[src/rtl/rf_write_sched.sv]
// rtl/rf_write_sched.sv - regfile write-port scheduler: writeback vs long-latency result queue
// Shares one regfile write port; queued results get priority only when writeback is idle or starved too long.
module rf_write_sched #(
  parameter int REG_ADDR_W = 5,
  parameter int DATA_W     = 32,
  parameter int QDEPTH     = 2,
  parameter int STARVE_MAX = 4
) (
  input  logic                  clk,
  input  logic                  reset,
  input  logic                  wb_wr_enable,
  input  logic [REG_ADDR_W-1:0] wb_wr_addr,
  input  logic [DATA_W-1:0]     wb_wr_data,
  output logic                  wb_stall,
  input  logic                  lu_valid,
  input  logic [REG_ADDR_W-1:0] lu_rd,
  input  logic [DATA_W-1:0]     lu_data,
  output logic                  lu_ready,
  input  logic                  issue_valid,
  input  logic [REG_ADDR_W-1:0] issue_rd,
  output logic                  issue_ready,
  input  logic [REG_ADDR_W-1:0] rs1_addr,
  input  logic [REG_ADDR_W-1:0] rs2_addr,
  input  logic [REG_ADDR_W-1:0] rd_addr,
  output logic                  rs1_busy,
  output logic                  rs2_busy,
  output logic                  rd_busy,
  output logic                  rf_wr_enable,
  output logic [REG_ADDR_W-1:0] rf_wr_addr,
  output logic [DATA_W-1:0]     rf_wr_data
);

  localparam int NREGS = 1 << REG_ADDR_W;
  localparam int PW    = (QDEPTH > 1) ? $clog2(QDEPTH) : 1;
  localparam int CW    = PW + 1;
  localparam int SW    = $clog2(STARVE_MAX + 1);
  localparam logic [CW-1:0] Q_FULL = CW'(QDEPTH);
  localparam logic [SW-1:0] S_LAST = SW'(STARVE_MAX - 1);

  logic [REG_ADDR_W-1:0] q_rd   [QDEPTH];
  logic [DATA_W-1:0]     q_data [QDEPTH];
  logic [PW-1:0]         wr_ptr;
  logic [PW-1:0]         rd_ptr;
  logic [CW-1:0]         q_count;
  logic                  q_empty;
  logic                  push;
  logic                  pop;
  logic                  grant_q;
  logic                  grant_wb;
  logic                  src_lu;
  logic [SW-1:0]         starve_cnt;
  logic [NREGS-1:0]      busy;
  logic [NREGS-1:0]      busy_set;
  logic [NREGS-1:0]      busy_clr;

  assign q_empty  = (q_count == '0);
  assign lu_ready = (q_count != Q_FULL);
  assign push     = lu_valid && lu_ready;
  // A stall cycle forces the queue through even if writeback is asserting.
  assign grant_q  = !q_empty && (wb_stall || !wb_wr_enable);
  assign grant_wb = !grant_q && wb_wr_enable;
  assign pop      = grant_q;

  assign issue_ready = !busy[issue_rd];
  assign rs1_busy    = (rs1_addr != '0) && busy[rs1_addr];
  assign rs2_busy    = (rs2_addr != '0) && busy[rs2_addr];
  assign rd_busy     = (rd_addr  != '0) && busy[rd_addr];

  always_comb begin
    busy_set = '0;
    busy_clr = '0;
    if (issue_valid && issue_ready && (issue_rd != '0)) busy_set[issue_rd] = 1'b1;
    if (rf_wr_enable && src_lu) busy_clr[rf_wr_addr] = 1'b1;
  end

  always_ff @(posedge clk or posedge reset) begin
    if (reset) begin
      busy <= '0;
    end else begin
      busy <= (busy & ~busy_clr) | busy_set;
    end
  end

  always_ff @(posedge clk) begin
    if (push) begin
      q_rd[wr_ptr]   <= lu_rd;
      q_data[wr_ptr] <= lu_data;
    end
  end

  always_ff @(posedge clk or posedge reset) begin
    if (reset) begin
      wr_ptr  <= '0;
      rd_ptr  <= '0;
      q_count <= '0;
    end else begin
      if (push) wr_ptr <= wr_ptr + PW'(1);
      if (pop)  rd_ptr <= rd_ptr + PW'(1);
      case ({push, pop})
        2'b10:   q_count <= q_count + CW'(1);
        2'b01:   q_count <= q_count - CW'(1);
        default: q_count <= q_count;
      endcase
    end
  end

  // rd = 0 entries are still popped; only the write enable is suppressed.
  always_ff @(posedge clk or posedge reset) begin
    if (reset) begin
      rf_wr_enable <= 1'b0;
      rf_wr_addr   <= '0;
      rf_wr_data   <= '0;
      src_lu       <= 1'b0;
    end else if (grant_q) begin
      rf_wr_enable <= (q_rd[rd_ptr] != '0);
      rf_wr_addr   <= q_rd[rd_ptr];
      rf_wr_data   <= q_data[rd_ptr];
      src_lu       <= 1'b1;
    end else if (grant_wb) begin
      rf_wr_enable <= (wb_wr_addr != '0);
      rf_wr_addr   <= wb_wr_addr;
      rf_wr_data   <= wb_wr_data;
      src_lu       <= 1'b0;
    end else begin
      rf_wr_enable <= 1'b0;
      src_lu       <= 1'b0;
    end
  end

  always_ff @(posedge clk or posedge reset) begin
    if (reset) begin
      starve_cnt <= '0;
      wb_stall   <= 1'b0;
    end else begin
      wb_stall <= 1'b0;
      if (!q_empty && grant_wb) begin
        if (starve_cnt == S_LAST) begin
          wb_stall   <= 1'b1;
          starve_cnt <= '0;
        end else begin
          starve_cnt <= starve_cnt + SW'(1);
        end
      end else begin
        starve_cnt <= '0;
      end
    end
  end

endmodule

[config.mk]
export PLATFORM = sky130hd
export DESIGN_NAME = rf_write_sched
export DESIGN_NICKNAME = d
export VERILOG_FILES = /design/src/rtl/rf_write_sched.sv
export SDC_FILE = /design/constraint.sdc
export NUM_CORES = 1
export LEC_CHECK = 0
export BUFFER_PORTS_ARGS = -buffer_cell sky130_fd_sc_hd__buf_2
export CORE_MARGIN = 3
export CORE_UTILIZATION = 45
export CTS_CLUSTER_DIAMETER = 150
export DETAILED_ROUTE_END_ITERATION = 8
export GPL_ROUTABILITY_DRIVEN = 0
export PLACE_DENSITY = 0.67
export SLEW_MARGIN = 20
export SYNTH_ARGS = -nofsm -noshare
export SYNTH_HDL_FRONTEND = slang
export SYNTH_SLANG_ARGS = --single-unit
[constraint.sdc]
create_clock -name clk -period 3.9 [get_ports clk]
set_input_delay 0.78 -clock clk [delete_from_list [all_inputs] [get_ports clk]]
set_output_delay 0.78 -clock clk [all_outputs]
set_load 0.005 [all_outputs]
# Yosys cells after proc, flatten, opt, wreduce, memory -nomap -nowiden
# Memories as Yosys holds them, arrays and structs flattened.
# Index checks and enable logic that the tools add are counted.
[op_classes]
addsub = 5
magnitude_cmp = 7
eq_ne = 4
n_mux = 28
bitwise_logic = 3
reduce_logical = 26
[op_table]
columns = ["op", "n"]
rows = [
  ["32-bit 2-to-1 mux", 4],
  ["32-bit AND", 1],
  ["32-bit NOT", 1],
  ["32-bit bitwise OR", 1],
  ["5-bit by 6-bit < comparator with 1-bit output (second input constant)", 5],
  ["5-bit nonzero test", 6],
  ["1-bit binary-select mux with 5-bit select", 4],
  ["1-bit 2-to-1 mux", 13],
  ["1-bit logical AND", 12],
  ["1-bit demux with 5-bit select", 2],
  ["5-bit by 1-bit greater-or-equal comparator with 1-bit output (second input constant)", 2],
  ["5-bit 2-to-1 mux", 2],
  ["3-bit 2-to-1 mux", 2],
  ["1-bit zero test", 4],
  ["2-bit one-hot mux with 2 select lines", 1],
  ["2-bit nonzero test", 2],
  ["3-bit by 1-bit adder with 3-bit output (second input constant)", 1],
  ["3-bit by 2-bit equality test with 1-bit output (second input constant)", 1],
  ["1-bit adder (second input constant)", 2],
  ["2-bit by 1-bit adder with 2-bit output (second input constant)", 1],
  ["2-bit by 1-bit equality test with 1-bit output (second input constant)", 1],
  ["2-bit equality test (second input constant)", 1],
  ["2-bit zero test", 1],
  ["2-bit != test (second input constant)", 1],
  ["2 further kinds", 2],
]
[totals]
register_bits = 79
ramBits = 74
elab_cells = 85
mem_count = 2
[mem_list]
columns = ["name", "depth", "width", "read_ports", "rd_ports_with_merged_regs", "wr", "line", "text"]
rows = [
  ["q_data", 2, 32, 1, 0, 1, "41", "logic [DATA_W-1:0] q_data [QDEPTH];"],
  ["q_rd", 2, 5, 1, 0, 1, "40", "logic [REG_ADDR_W-1:0] q_rd [QDEPTH];"],
]

# Logic depth before layout (Yosys ltp)
[logic_depth]
depth_word = 8
mapped_depth = 9
ltp_nobuf = 7

# Worst setup path before layout
# OpenSTA, ideal clock, no wires.
[synth_timing]
path_type = "input port to flip-flop"
startpoint = "in lu_valid"
endpoint = "mem q_data[0][0] (enable)"
arrival_ps = 2436
setup_slack_ps = 1033
stages = 2
cell_sequence = "nand2_1 nor2_1"
[synth_between]
elab_chain_len = 3
[synth_lines]
columns = ["element", "line", "text"]
rows = [
  ["from (decl)", "15", "input logic lu_valid,"],
  ["1-bit logical AND", "58", "assign push = lu_valid && lu_ready;"],
  ["1-bit 2-to-1 mux", "85", "if (push) begin"],
  ["1-bit 2-to-1 mux (implied by the code)", "87", "q_data[wr_ptr] <= lu_data;"],
  ["to (decl)", "41", ""],
]
# No other way between the ends.

# Worst setup path in the final report
[layout_timing]
startpoint = "in issue_rd[0]"
endpoint = "out issue_ready"
[layout_between]
elab_chain_len = 3
[layout_lines]
columns = ["element", "line", "text"]
rows = [
  ["from (decl)", "20", "input logic [REG_ADDR_W-1:0] issue_rd,"],
  ["1-bit binary-select mux with 5-bit select", "64", "assign issue_ready = !busy[issue_rd];"],
  ["1-bit 2-to-1 mux (implied by the code)", "64", ""],
  ["1-bit zero test", "64", ""],
  ["to (decl)", "21", "output logic issue_ready,"],
]
# No other way between the ends. The select of a mux whose other input is x is not followed.

==> run summary <==
Status - finished, final reports clean
Vias in the first global route - 5526
Pwr/cell area - 696 nW/µm²
Total Nets Final - 817
Seq/Total Area, Yosys - 57.7%
Top post-synthesis cells by count - 87 x o21ai_0, 79 x dfrtp_1, 74 x edfxtp_1, 49 x nand2_1, 43 x mux2i_1
Top Ports - 143
Vias - 5448
Unrepaired setup endpoints after global routing - false
Ant diodes - 0
Top cells by area, synth - edfxtp_1 31%, dfrtp_1 27%, mux4_2 7.1%, o21ai_0 6.0%, mux2i_1 5.9%
Initial antenna violation count - 2
# fillers - 1276
Worst skew pair latency - 0.42 ns
Yosys top cell by area - edfxtp_1
Port Buf Inserts - 142
Syn Nets - 689
Grt total ovfl - 0
Hold Path Class - in -> async
Setup Crit Path Kind - in -> out
Post-cts resize count - 0
First-pass GRT wire length - 28400 µm
Core area - 15500 µm²
Placed wire-length estimate - 12500 µm
Area of the multi-input gates - 2870 µm²
Maximum vdd drop - 0.524 mV
Predominant post-synthesis flop cell - dfrtp_1
Final Util - 56.3%
Lkg Pwr - 3.40 nW
Final wirelength - 17600 µm
Worst setup EP type - output pin
Final setup fails - 0
Worst-Margin Slew - 0.896 ns
Mean Syn Cell Area - 12.4 µm²
Max Freq - 314 MHz
P&R area growth vs syn - 19.9%
Num rows - 45
Crit-path max FO - 14
Vias/cell - 5.80
Post-synth EDFFs - 74
CP startpoint kind - input port
Layout cell share with drive strength beyond 1 - 31.1%
Count leader, synth - o21ai_0
CTS sink count - 153
Wire per inst - 18.7 µm
Final Hold Vio Count - 0
Die area - 17700 µm²
Reg area - 4200 µm²
Antenna-violating nets left - 0
Mapped cell area - 7270 µm²
Worst path required time - 3.12 ns
Tcrit/Tclk final - 81.5%
Die Span Y - 133 µm
Arrival time worst endpoint - 2.40 ns
Synthesized flop and latch total - 153
Final min period - 3.18 ns
First drt pass iteration count - 6
Die width - 133 µm
Total Power - 6.07 mW
Drt drc - 0
Maxcap violations - 0
Initial core utilization - 47.0%
CTS tree - yes
TritonCTS buffer count - 17
GRT Util Overall - 20.1%
Post-synth cell types - 48
Drt initial violations - 428
Final clock skew - 0.00803 ns
# Post-CTS Setup Buffers - 0
Max-slew headroom - 40.3%
Synth warn - 0
Pin count of the biggest net entering global routing - 65
Setup TNS - 0 ns
Slew Limit Fails - 0
Synth top area share - 30.6%
Post-Syn Instances - 588
Cts hold-fix bufs - 0
H-tree Lvls - 4
Worst-path clk slew - 0.06 ns
Asr flop ratio synth - 51.6%
Clock root buffer - clkbuf_16
Deepest clock path buffer count - 2
placed cells by master, fill, tap and decap left out, drive strengths merged, types with 2 or more instances in the layout:
master   Yosys  final
dfrtp       79     79
nor3        34     34
a31oi        7      7
mux4        24     24
clkinv       0      5
o31ai        4      4
inv          6     10
buf         23    150
nor2b        7      7
clkbuf      18     20
o41ai        4      4
nor2         5      5
a21oi       33     33
mux2i       43     43
nand3b       7      7
a2111oi      2      2
a32oi        3      3
nand2b       8      8
nand4b       3      3
xnor2        4      4
nor3b        4      4
or3          3      3
or2          2      2
bufinv       0      2
nand2       49     49
o211ai       7      7
ha           2      2
or3b         4      4
a221o        3      3
or4          2      2
mux2        12     12
o21ai       90     90
edfxtp      74     74
nand3       11     11
nand4        2      2
and3         2      2
through the flow:
stage	worst slack, ns	cell area (µm²)	cells	hold slack, ns
finish	0.720	8720	940	0.348
global route	0.582	8720	940	0.363
CTS	0.720	8670	938	0.351
detailed placement	0.722	8120	906	0.446
global placement	0.744	8120	906	0.429
floorplan	1.03	7270	588	0.416
flip-flops by register name, summed over array words and instances, names as in the netlist:
register	cells
busy	32
q_count	2
q_data	64
q_rd	10
rd_ptr	1
rf_wr_addr	5
rf_wr_data	32
rf_wr_enable	1
src_lu	1
starve_cnt	3
wb_stall	1
wr_ptr	1
worst max-delay path: stages:
cell and delay (ns):
buf_2 0.29, mux4_2 0.56, nand3_1 0.10, a31oi_1 0.08
a2111oi_2 0.40, buf_2 0.19
worst paths after layout:
path                                              start  slack (ns)  cells past startpoint                         end
worst max-delay path                        issue_rd[0]        0.72                      6                 issue_ready
worst min-delay path                              reset        0.35                      2   rf_wr_data[3]$_DFFE_PP0P_
worst max register to register   q_count[0]$_DFFE_PP0P_        1.69                      7      q_count[1]$_DFFE_PP0P_
worst min register to register  starve_cnt[0]$_DFF_PP0_        0.45                      1     starve_cnt[0]$_DFF_PP0_
max in group asynchronous                         reset        2.83                      3  rf_wr_data[24]$_DFFE_PP0P_
min in group clk                starve_cnt[0]$_DFF_PP0_        0.45                      1     starve_cnt[0]$_DFF_PP0_
final cells by class:
type | instances | share of cell area, %
Sequential cell | 153 | 48.2
Multi-Input combinational cell | 388 | 32.9
Timing Repair Buffer | 150 | 9.21
Clock buffer | 20 | 5.01
Tap cell | 211 | 3.03
Clock inverter | 12 | 1.39
Inverter | 6 | 0.273
report_power, final:
group / switching, mW / leakage, nW / internal [mW] / total, mW
logic: 0.944 / 1.54 / 0.865 / 1.81
clock network: 0.618 / 0.279 / 0.939 / 1.56
registers: 0.450 / 1.58 / 2.26 / 2.71
total: 2.01 / 3.40 / 4.06 / 6.07
cells by family after synthesis:
group / after synthesis / share of synthesized area, %
AOI/OAI and AO/OA: 155 / 12.1
DFF: 153 / 57.7
and+or+nand+nor: 147 / 10.9
muxes: 79 / 15.3
buffers and inverters: 47 / 3.03
xor gates and xnor gates: 5 / 0.602
adders and majority gates: 2 / 0.344
per-layer routing:
| metal | vias to the layer above | routed length, µm | global-route usage, % |
|---|---|---|---|
| li1 | 2497 | - | - |
| met1 | 2695 | 7040 | 24.8 |
| met2 | 216 | 8880 | 33.6 |
| met3 | 36 | 1330 | 6.23 |
| met4 | 4 | 340 | 7.09 |
| met5 | - | 27 | 0 |
Power figures use the tool's default switching activity.
